$ cat config.mk
export PLATFORM = sky130hd
export DESIGN_NAME = mlp_acq_sequencer
export DESIGN_NICKNAME = d
export VERILOG_FILES = /design/src/rtl/mlp_seq_pkg.sv /design/src/rtl/mlp_acq_sequencer.sv
export SDC_FILE = /design/constraint.sdc
export NUM_CORES = 1
export LEC_CHECK = 0
export ABC_AREA = 1
export CORE_MARGIN = 3
export CORE_UTILIZATION = 50
export DETAILED_ROUTE_END_ITERATION = 16
export PLACE_DENSITY = 0.79
export SLEW_MARGIN = 20
export SYNTH_ARGS = -nofsm -noshare
export SYNTH_HDL_FRONTEND = slang
export SYNTH_SLANG_ARGS = --single-unit
$ cat constraint.sdc
create_clock -name clk -period 2.1 [get_ports clk]
set_input_delay 0.42 -clock clk [delete_from_list [all_inputs] [get_ports clk]]
set_output_delay 0.42 -clock clk [all_outputs]
set_load 0.01 [all_outputs]
$ cat src/rtl/mlp_seq_pkg.sv
// Shared constants and state encoding for the MLP acquisition sequencer.
package mlp_seq_pkg;

  localparam int unsigned DEF_N_CH          = 6;
  localparam int unsigned DEF_ADC_BITS      = 4;
  localparam int unsigned DEF_CLS_BITS      = 2;
  localparam int unsigned DEF_SETTLE_CYCLES = 4;
  localparam int unsigned DEF_ADC_TIMEOUT   = 16;

  typedef enum logic [2:0] {
    StIdle,
    StConvStart,
    StConvWait,
    StSettle,
    StHold
  } seq_state_e;

endpackage

$ cat src/rtl/mlp_acq_sequencer.sv
// Sequences N_CH ADC conversions into a feature vector, lets an external
// combinational classifier settle, then holds the registered class until accepted.
module mlp_acq_sequencer
  import mlp_seq_pkg::*;
#(
  parameter int unsigned N_CH          = DEF_N_CH,
  parameter int unsigned ADC_BITS      = DEF_ADC_BITS,
  parameter int unsigned CLS_BITS      = DEF_CLS_BITS,
  parameter int unsigned SETTLE_CYCLES = DEF_SETTLE_CYCLES,
  parameter int unsigned ADC_TIMEOUT   = DEF_ADC_TIMEOUT
) (
  input  logic                     clk,
  input  logic                     rst_n,
  input  logic                     start_i,
  output logic                     busy_o,
  output logic                     adc_start_o,
  output logic [2:0]               adc_ch_o,
  input  logic                     adc_done_i,
  input  logic [ADC_BITS-1:0]      adc_data_i,
  output logic [N_CH*ADC_BITS-1:0] feat_o,
  input  logic [CLS_BITS-1:0]      class_i,
  output logic [CLS_BITS-1:0]      class_o,
  output logic                     class_valid_o,
  input  logic                     class_ready_i,
  output logic                     err_o
);

  localparam int unsigned CH_W  = (N_CH > 1) ? $clog2(N_CH) : 1;
  localparam int unsigned TMR_W = $clog2(ADC_TIMEOUT + 1);
  localparam int unsigned SET_W = (SETTLE_CYCLES > 1) ? $clog2(SETTLE_CYCLES) : 1;

  localparam logic [CH_W-1:0]  LAST_CH    = CH_W'(N_CH - 1);
  localparam logic [TMR_W-1:0] TMR_LAST   = TMR_W'(ADC_TIMEOUT - 1);
  localparam logic [SET_W-1:0] SET_LAST   = SET_W'(SETTLE_CYCLES - 1);

  seq_state_e                state_q;
  logic [CH_W-1:0]           ch_q;
  logic [TMR_W-1:0]          timer_q;
  logic [SET_W-1:0]          settle_q;
  logic [N_CH*ADC_BITS-1:0]  feat_q;
  logic [CLS_BITS-1:0]       class_q;
  logic                      busy_q;
  logic                      adc_start_q;
  logic                      class_valid_q;
  logic                      err_q;

  logic                      conv_end;
  logic [ADC_BITS-1:0]       sample;

  // A timed-out channel is finished as if done, with a zero sample.
  always_comb begin
    conv_end = adc_done_i || (timer_q == TMR_LAST);
    sample   = adc_done_i ? adc_data_i : '0;
  end

  always_ff @(posedge clk or negedge rst_n) begin
    if (!rst_n) begin
      state_q       <= StIdle;
      ch_q          <= '0;
      timer_q       <= '0;
      settle_q      <= '0;
      feat_q        <= '0;
      class_q       <= '0;
      busy_q        <= 1'b0;
      adc_start_q   <= 1'b0;
      class_valid_q <= 1'b0;
      err_q         <= 1'b0;
    end else begin
      adc_start_q <= 1'b0;
      unique case (state_q)
        StIdle: begin
          if (start_i) begin
            err_q       <= 1'b0;
            ch_q        <= '0;
            busy_q      <= 1'b1;
            adc_start_q <= 1'b1;
            state_q     <= StConvStart;
          end
        end
        StConvStart: begin
          timer_q <= '0;
          state_q <= StConvWait;
        end
        StConvWait: begin
          if (conv_end) begin
            for (int k = 0; k < N_CH; k++) begin
              if (ch_q == CH_W'(k)) feat_q[k*ADC_BITS +: ADC_BITS] <= sample;
            end
            if (!adc_done_i) err_q <= 1'b1;
            if (ch_q == LAST_CH) begin
              settle_q <= '0;
              state_q  <= StSettle;
            end else begin
              ch_q        <= ch_q + CH_W'(1);
              adc_start_q <= 1'b1;
              state_q     <= StConvStart;
            end
          end else begin
            timer_q <= timer_q + TMR_W'(1);
          end
        end
        StSettle: begin
          if (settle_q == SET_LAST) begin
            class_q       <= class_i;
            class_valid_q <= 1'b1;
            state_q       <= StHold;
          end else begin
            settle_q <= settle_q + SET_W'(1);
          end
        end
        StHold: begin
          if (class_ready_i) begin
            class_valid_q <= 1'b0;
            if (start_i) begin
              err_q       <= 1'b0;
              ch_q        <= '0;
              adc_start_q <= 1'b1;
              state_q     <= StConvStart;
            end else begin
              busy_q  <= 1'b0;
              state_q <= StIdle;
            end
          end
        end
        default: begin
          busy_q  <= 1'b0;
          state_q <= StIdle;
        end
      endcase
    end
  end

  assign busy_o        = busy_q;
  assign adc_start_o   = adc_start_q;
  assign adc_ch_o      = 3'(ch_q);
  assign feat_o        = feat_q;
  assign class_o       = class_q;
  assign class_valid_o = class_valid_q;
  assign err_o         = err_q;

endmodule

==> results.yml, run 1 <==
global_routing:
  grt_pass1_vias: 1534
  grt_max_degree: 44
  grt_usage: 0.185
  grt_first_pass_wirelength_mm: 7.18
  antenna_found_initial: 0
  overflow: 0
route:
  drtIter0Drc: 121
  via_per_inst: 5.02
  vias: 1581
  post-route-drc-count: 0
  wirelength_mm: 4.08
  avgRoutedWirePerCell_um: 12.9
  drtPass1Iterations: 4
  ant_nets: 0
synthesis:
  seq_area_frac_synth: 0.536
  synth_cell_types: 22
  synth_area_leader_cell: "dfrtp_1"
  syn_area_per_cell_um2: 9.29
  yosys_warnings: 0
  netlist.area_leader.share: 0.536
  synth-seq-cells: 43
  synth_area_leaders: "dfrtp_1, nand2_1, ha_1"
  syn_nets: 235
  syn-cell-area_um2: 2010
  synth_cells: 216
clocking:
  postCtsSetupRepairBufs: 0
  h-tree-depth: 2
  clockBufferDepth: 2
  cts_tree: "done"
  cts_buffers: 5
  insertion_delay_ns: 0.30
  postCtsHoldBufs: 0
  cts_resized: 0
  clkTransAtPathRegs_ns: 0.08
  cts_sinks: 43
  cts_root_buffer: "clkbuf_8"
die:
  rows: 22
  start_util: 0.532
  core_area_um2: 3770
  chipWidth_um: 69.3
  die_area_um2: 4810
  die_h_um: 69.3
  boundaryPins: 44
critical_path:
  slowest_delay_ns: 0.43
  crit_buf_inv: 1
  cp_top_family: "simple AND/OR/NAND/NOR gates"
  crit_path_end_kind: "flip-flop"
  path_class: "reg -> reg"
  critPathMaxFanout: 7
  arrival_ns: 2.00
  crit_path_start_kind: "flip-flop"
  worstPathRequired_ns: 2.29
  worstPathCellList: "ha_1, nand2_1, nor2_1, ha_1, nor2_4, nand3_1, inv_1, nor2_1, nand3b_1, nand2_1"
  cpMaxStageDelayCell: "dfrtp_1"
final_layout:
  final_cell_mix: "nand2_1, dfrtp_1, clkdlybuf4s50_1"
  synthToLayoutAreaGrowth_pct: 29.0
  final_common_cell: "nand2_1"
  nNetsFinal: 285
  drive_above_1_share: 0.0861
  postLayoutCellArea_um2: 2590
  antennaDiodeCount: 0
placement:
  place_area_um2: 2470
  dp_hpwl_mm: 2.97
  dpl_worst_slack_ns: 0.297
  gp_congestion: 0.829
  port-buffer-count: 43
sta:
  hold_viol: 0
  hold_ws_ns: 0.194
  fmax_mhz: 552
  rsz0062_at_grt: "false"
  maxSlewHeadroom: 0.639
  worst_slew_pin_slew_ns: 0.542
  period_share: 0.863
  setup_ws_ns: 0.287
  setup-tns-final_ns: 0
  finalMaxSlewViolations: 0
  timing.final.crit_period_ns: 1.81
  skew_ns: 0.00497
  setup_viol: 0
power:
  intPower_w: 0.00187
  p_sw_w: 0.00102
  ir_drop_mv: 0.656
  clock_power_share: 0.219
  power_frac_comb: 0.363
  p_leak_nw: 1.20
  power_w: 0.00290
  seq_power_share: 0.418
  netSwitchingFraction: 0.353
  power_density_nw_per_um2: 1120
job:
  cap_viol_max_count: 0
min_path:
  min_path_type: "in -> async"
run_status:
  status: "completed"
## registers in the layout, summed over array words and instances (netlist names)
register and flops:
adc_ch_o 3, settle_q 2, busy_o 1, err_o 1, adc_start_o 1, feat_o 24
class_valid_o 1, state_q 3, timer_q 5, class_o 2
## cell usage after synthesis, drive strengths merged
cell type and instances:
nand4 7, nand3 16, dfrtp 43, o21ai 34, a21oi 4, inv 21
clkinv 1, buf 2, ha 8, nand2 62, nor2 17, nand3b 1
## layout make-up
type / count / area (µm²)
clock inverters: 3 / 43.8
clock buffers: 5 / 68.8
fillers: 298 / 1180
multi-input cells: 149 / 812
inverters: 22 / 86.3
repair buffers: 45 / 440
flip-flops and latches: 43 / 1080
well taps: 48 / 60.1
## metal layers
layer	global-route usage	wire [µm]	part of all wire
met3	0.0435	102	0.025
met2	0.289	1970	0.48
met5	0	0	0
met1	0.258	1950	0.48
met4	0.0521	55	0.013
## power groups by stage
stage          sequential, W  combinational, W  clock (W)
6_report             0.00121           0.00105   0.000636
3_3_place_gp         0.00122           0.00104          0
2_1_floorplan        0.00125          0.000611          0
4_1_cts              0.00121           0.00107   0.000653
3_5_place_dp         0.00122           0.00106          0
5_1_grt              0.00124           0.00119   0.000689
## worst paths after layout
path | from | endpoint | slack, ns | cells after the start
min reg2reg | class_o[0]$_DFFE_PN0P_ | class_o[0]$_DFFE_PN0P_ | 0.48 | 2
max reg2reg | timer_q[0]$_DFFE_PN0P_ | state_q[0]$_DFFE_PN0P_ | 0.29 | 10
min | rst_n | settle_q[0]$_DFFE_PN0P_ | 0.19 | 2
min in group clk | class_o[0]$_DFFE_PN0P_ | class_o[0]$_DFFE_PN0P_ | 0.48 | 2
max | timer_q[0]$_DFFE_PN0P_ | state_q[0]$_DFFE_PN0P_ | 0.29 | 10
max in group asynchronous | rst_n | feat_o[3]$_DFFE_PN0P_ | 1.54 | 2
## metrics by stage
stage,utilization,cells
finish,0.686,315
global route,0.686,315
floorplan,-,216
CTS,0.686,315
detailed placement,0.656,307
global placement,0.656,307
## kinds of logic (layout without fill, tap and decap cells)
group                    after synthesis  after routing  synth area share
AND/OR/NAND/NOR                      103            103             0.260
flip-flops                            43             43             0.536
AO/OA/AOI/OAI                         38             38            0.0948
buffers and inverters                 24             75            0.0586
adder cells (fa/ha/maj)                8              8            0.0499
Power figures use the tool's default switching activity.
==> run 2, diff against run 1 <==
- PLACE_DENSITY: 0.79 -> default
- PLACE_DENSITY_LB_ADDON: default -> 0.25
- RECOVER_POWER: default -> 100
==> results.yml, run 2 (synthesized netlist as in run 1, its figures left out) <==
run_status:
  status: "completed"
clocking:
  cts_tree: "done"
  cts_root_buffer: "clkbuf_8"
  clockBufferDepth: 2
  cts_buffers: 5
  cts_sinks: 43
  cts_resized: 0
  postCtsHoldBufs: 0
  clkTransAtPathRegs_ns: 0.07
  h-tree-depth: 2
  postCtsSetupRepairBufs: 0
  insertion_delay_ns: 0.29
final_layout:
  drive_above_1_share: 0.0487
  fin_util: 0.659
  fin_cells: 315
  postLayoutCellArea_um2: 2480
  largest_register_ffs: 24
  regArea_um2: 1080
  nNetsFinal: 286
  antennaDiodeCount: 0
  synthToLayoutAreaGrowth_pct: 23.9
  final_cell_mix: "nand2_1, dfrtp_1, dlygate4sd3_1"
  fillers: 312
  multiInputGateArea_um2: 736
  final_common_cell: "nand2_1"
die:
  chipWidth_um: 69.3
  die_h_um: 69.3
  start_util: 0.532
  core_area_um2: 3770
  boundaryPins: 44
  die_area_um2: 4810
  rows: 22
power:
  clock_power_share: 0.194
  power_frac_comb: 0.355
  intPower_w: 0.00171
  power_density_nw_per_um2: 1070
  ir_drop_mv: 0.575
  netSwitchingFraction: 0.357
  p_leak_nw: 1.26
  seq_power_share: 0.452
  p_sw_w: 0.000948
sta:
  finalMaxSlewViolations: 0
  worst_slew_pin_slew_ns: 1.25
  skew_ns: 0.00505
  setup_viol: 0
  maxSlewHeadroom: 0.165
  timing.final.crit_period_ns: 1.81
  rsz0062_at_grt: "false"
  hold_ws_ns: 0.379
  setup-tns-final_ns: 0
  hold_viol: 0
  fmax_mhz: 553
  period_share: 0.861
route:
  drtPass1Iterations: 4
  post-route-drc-count: 0
  vias: 1612
  wirelength_mm: 4.11
  via_per_inst: 5.12
  drtIter0Drc: 105
  avgRoutedWirePerCell_um: 13.0
  ant_nets: 0
critical_path:
  path_class: "reg -> reg"
  crit_path_end_kind: "flip-flop"
  crit_path_start_kind: "flip-flop"
  critPathMaxFanout: 7
  worstPathRequired_ns: 2.28
  arrival_ns: 1.99
global_routing:
  grt_usage: 0.176
  grt_first_pass_wirelength_mm: 6.84
  grt_use_met1: 0.239
  antenna_found_initial: 0
  use_met2: 0.284
  overflow: 0
  grt_util_met3: 0.0420
  grt_max_degree: 25
  top_usage_layer: "met2"
  grt_pass1_vias: 1488
placement:
  port-buffer-count: 43
  gp_congestion: 0.807
  dp_hpwl_mm: 3.07
  place_area_um2: 2480
  dp_cells: 308
job:
  cap_viol_max_count: 0
min_path:
  min_path_type: "in -> async"
[run 2: changes by cell type in the layout (fill, tap and decap cells not counted), sizes merged]
cell,delta
dlygate4sd3,+33
clkbuf,+4
clkinv,-1
clkdlybuf4s50,-33
buf,-2
bufinv,-1
[run 2: power by group through the flow]
stage                     sequential (W)  clock (W)  combinational [W]
after floorplan                  0.00125          0           0.000611
after global placement           0.00121          0            0.00104
after detailed placement         0.00121          0            0.00107
after CTS                        0.00120   0.000522            0.00107
after global routing             0.00122   0.000566            0.00107
final                            0.00120   0.000515           0.000942
[run 2: final timing paths]
path	from	endpoint	slack, ns	cells after the start
setup / recovery	timer_q[0]$_DFFE_PN0P_	state_q[0]$_DFFE_PN0P_	0.29	10
hold / removal	rst_n	timer_q[3]$_DFFE_PN0P_	0.38	1
setup reg to reg	timer_q[0]$_DFFE_PN0P_	state_q[0]$_DFFE_PN0P_	0.29	10
hold reg to reg	class_o[0]$_DFFE_PN0P_	class_o[0]$_DFFE_PN0P_	0.48	2
max in group asynchronous	rst_n	feat_o[15]$_DFFE_PN0P_	0.59	2
min in group clk	class_o[0]$_DFFE_PN0P_	class_o[0]$_DFFE_PN0P_	0.48	2
[run 2: metal layers]
layer  wire (µm)  up-vias  share of wire
li1            -      809              -
met1        1910      763           0.46
met2        2000       35           0.49
met3         153        5          0.037
met4          46        0          0.011
met5           0        -              0
[run 2: layout make-up]
class                   instances  share of cell area
repair buffers                 46               0.177
clock buffers                   6              0.0332
flip-flops and latches         43               0.433
multi-input cells             149               0.296
inverters                      22              0.0347
well taps                      48              0.0242
clock inverters                 1             0.00201
[run 2: per-stage QoR]
step / worst slack, ns / total power (W)
after floorplan: 0.494 / 0.00186
after global placement: 0.363 / 0.00225
after detailed placement: 0.301 / 0.00228
after CTS: 0.311 / 0.00280
after global routing: 0.125 / 0.00286
final: 0.291 / 0.00265
[run 2: critical path, stage by stage (launching register included)]
cell      delay (ns)
dfrtp_1         0.42
ha_1            0.23
nand2_1         0.09
nor2_1          0.05
ha_1            0.20
nor2_4          0.14
nand3_1         0.22
inv_1           0.15
nor2_1          0.06
nand3b_1        0.09
nand2_1         0.05
==> run 3, diff against run 2 <==
- CELL_PAD_IN_SITES_DETAIL_PLACEMENT: default -> 0
- CELL_PAD_IN_SITES_GLOBAL_PLACEMENT: default -> 1
- CORE_UTILIZATION: 50 -> 38
==> results.yml, run 3 (synthesized netlist as in run 1, its figures left out) <==
route:
  post-route-drc-count: 0
  via_per_inst: 4.61
  drtIter0Drc: 76
  vias: 1534
  wirelength_mm: 4.10
  avgRoutedWirePerCell_um: 12.3
  ant_nets: 0
  drtPass1Iterations: 4
placement:
  gp_congestion: 0.737
  place_area_um2: 2500
  dp_hpwl_mm: 3.02
  port-buffer-count: 43
sta:
  fmax_mhz: 551
  skew_ns: 0.00241
  setup-tns-final_ns: 0
  period_share: 0.865
  maxSlewHeadroom: 0.277
  setup_viol: 0
  timing.final.crit_period_ns: 1.82
  worst_slew_pin_slew_ns: 1.08
  rsz0062_at_grt: "false"
  finalMaxSlewViolations: 0
  hold_viol: 0
global_routing:
  antenna_found_initial: 0
  overflow: 0
  grt_first_pass_wirelength_mm: 6.86
  grt_pass1_vias: 1465
  grt_max_degree: 24
  grt_usage: 0.143
critical_path:
  path_class: "reg -> reg"
  critPathMaxFanout: 7
  crit_path_end_kind: "flip-flop"
  worstPathRequired_ns: 2.29
  slowest_delay_ns: 0.42
  cpMaxStageDelayCell: "dfrtp_1"
  worstPathCellList: "ha_1, nand2_1, nor2_1, ha_1, nor2_4, nand3_1, inv_1, nor2_1, nand3b_1, nand2_1"
  crit_path_start_kind: "flip-flop"
  arrival_ns: 2.00
job:
  cap_viol_max_count: 0
die:
  core_area_um2: 4910
  chipWidth_um: 78.7
  start_util: 0.408
  die_area_um2: 6190
  rows: 25
  boundaryPins: 44
  die_h_um: 78.7
clocking:
  cts_tree: "done"
  cts_root_buffer: "clkbuf_8"
  postCtsSetupRepairBufs: 0
  insertion_delay_ns: 0.29
  cts_buffers: 5
  clockBufferDepth: 2
  cts_sinks: 43
  clkTransAtPathRegs_ns: 0.08
  postCtsHoldBufs: 0
  cts_resized: 0
  h-tree-depth: 2
final_layout:
  largest_register_ffs: 24
  final_common_cell: "nand2_1"
  postLayoutCellArea_um2: 2500
  drive_above_1_share: 0.0489
  final_cell_mix: "nand2_1, dfrtp_1, dlygate4sd3_1"
  antennaDiodeCount: 0
  nNetsFinal: 284
  synthToLayoutAreaGrowth_pct: 24.5
run_status:
  status: "completed"
power:
  power_density_nw_per_um2: 1050
  p_leak_nw: 1.26
  ir_drop_mv: 0.555
min_path:
  min_path_type: "in -> async"
run 3: path summary, 6_finish.rpt:
| path | slack [ns] | endpoint | startpoint | depth (start not counted) |
|---|---|---|---|---|
| max reg2reg | 0.28 | state_q[0]$_DFFE_PN0P_ | timer_q[0]$_DFFE_PN0P_ | 10 |
| min reg2reg | 0.47 | class_o[1]$_DFFE_PN0P_ | class_o[1]$_DFFE_PN0P_ | 2 |
| max in group asynchronous | 0.66 | feat_o[14]$_DFFE_PN0P_ | rst_n | 2 |
| max | 0.28 | state_q[0]$_DFFE_PN0P_ | timer_q[0]$_DFFE_PN0P_ | 10 |
| min | 0.30 | class_o[0]$_DFFE_PN0P_ | rst_n | 1 |
| min in group clk | 0.47 | class_o[1]$_DFFE_PN0P_ | class_o[1]$_DFFE_PN0P_ | 2 |
run 3: area by class of cell:
class	count	area [µm²]
clock buffers	6	72.6
clock inverters	2	12.5
fillers	500	2410
inverters	22	86.3
multi-input cells	149	736
flip-flops and latches	43	1080
well taps	67	83.8
repair buffers	44	429
run 3: worst max-delay path: cells and delay by family (launching register included):
kind          cells  cell delay, ns
simple gates      7            0.69
fa+ha+maj         2            0.43
flops             1            0.42
buf+inv           1            0.17
run 3: metrics by stage:
step	hold slack, ns	setup slack [ns]	utilization	power (W)	instances
after global routing	0.397	0.100	0.508	0.00286	333
after CTS	0.0904	0.265	0.527	0.00280	333
after global placement	0.416	0.249	0.510	0.00227	325
after floorplan	0.124	0.494	-	0.00186	216
final	0.305	0.284	0.508	0.00263	333
after detailed placement	0.417	0.198	0.510	0.00228	325
run 3: power breakdown:
| group | internal, W | switching (W) |
|---|---|---|
| sequential | 0.00103 | 0.000162 |
| clock | 0.000232 | 0.000277 |
| combinational | 0.000416 | 0.000513 |
| total | 0.00168 | 0.000952 |
run 3: metal layers:
layer / up-vias / track usage / routed length (µm) / part of all wire
li1: 802 / - / - / -
met1: 701 / 0.192 / 1980 / 0.48
met2: 27 / 0.230 / 1960 / 0.48
met3: 4 / 0.0310 / 121 / 0.029
met4: 0 / 0.0420 / 36 / 0.0088
met5: - / 0 / 0 / 0
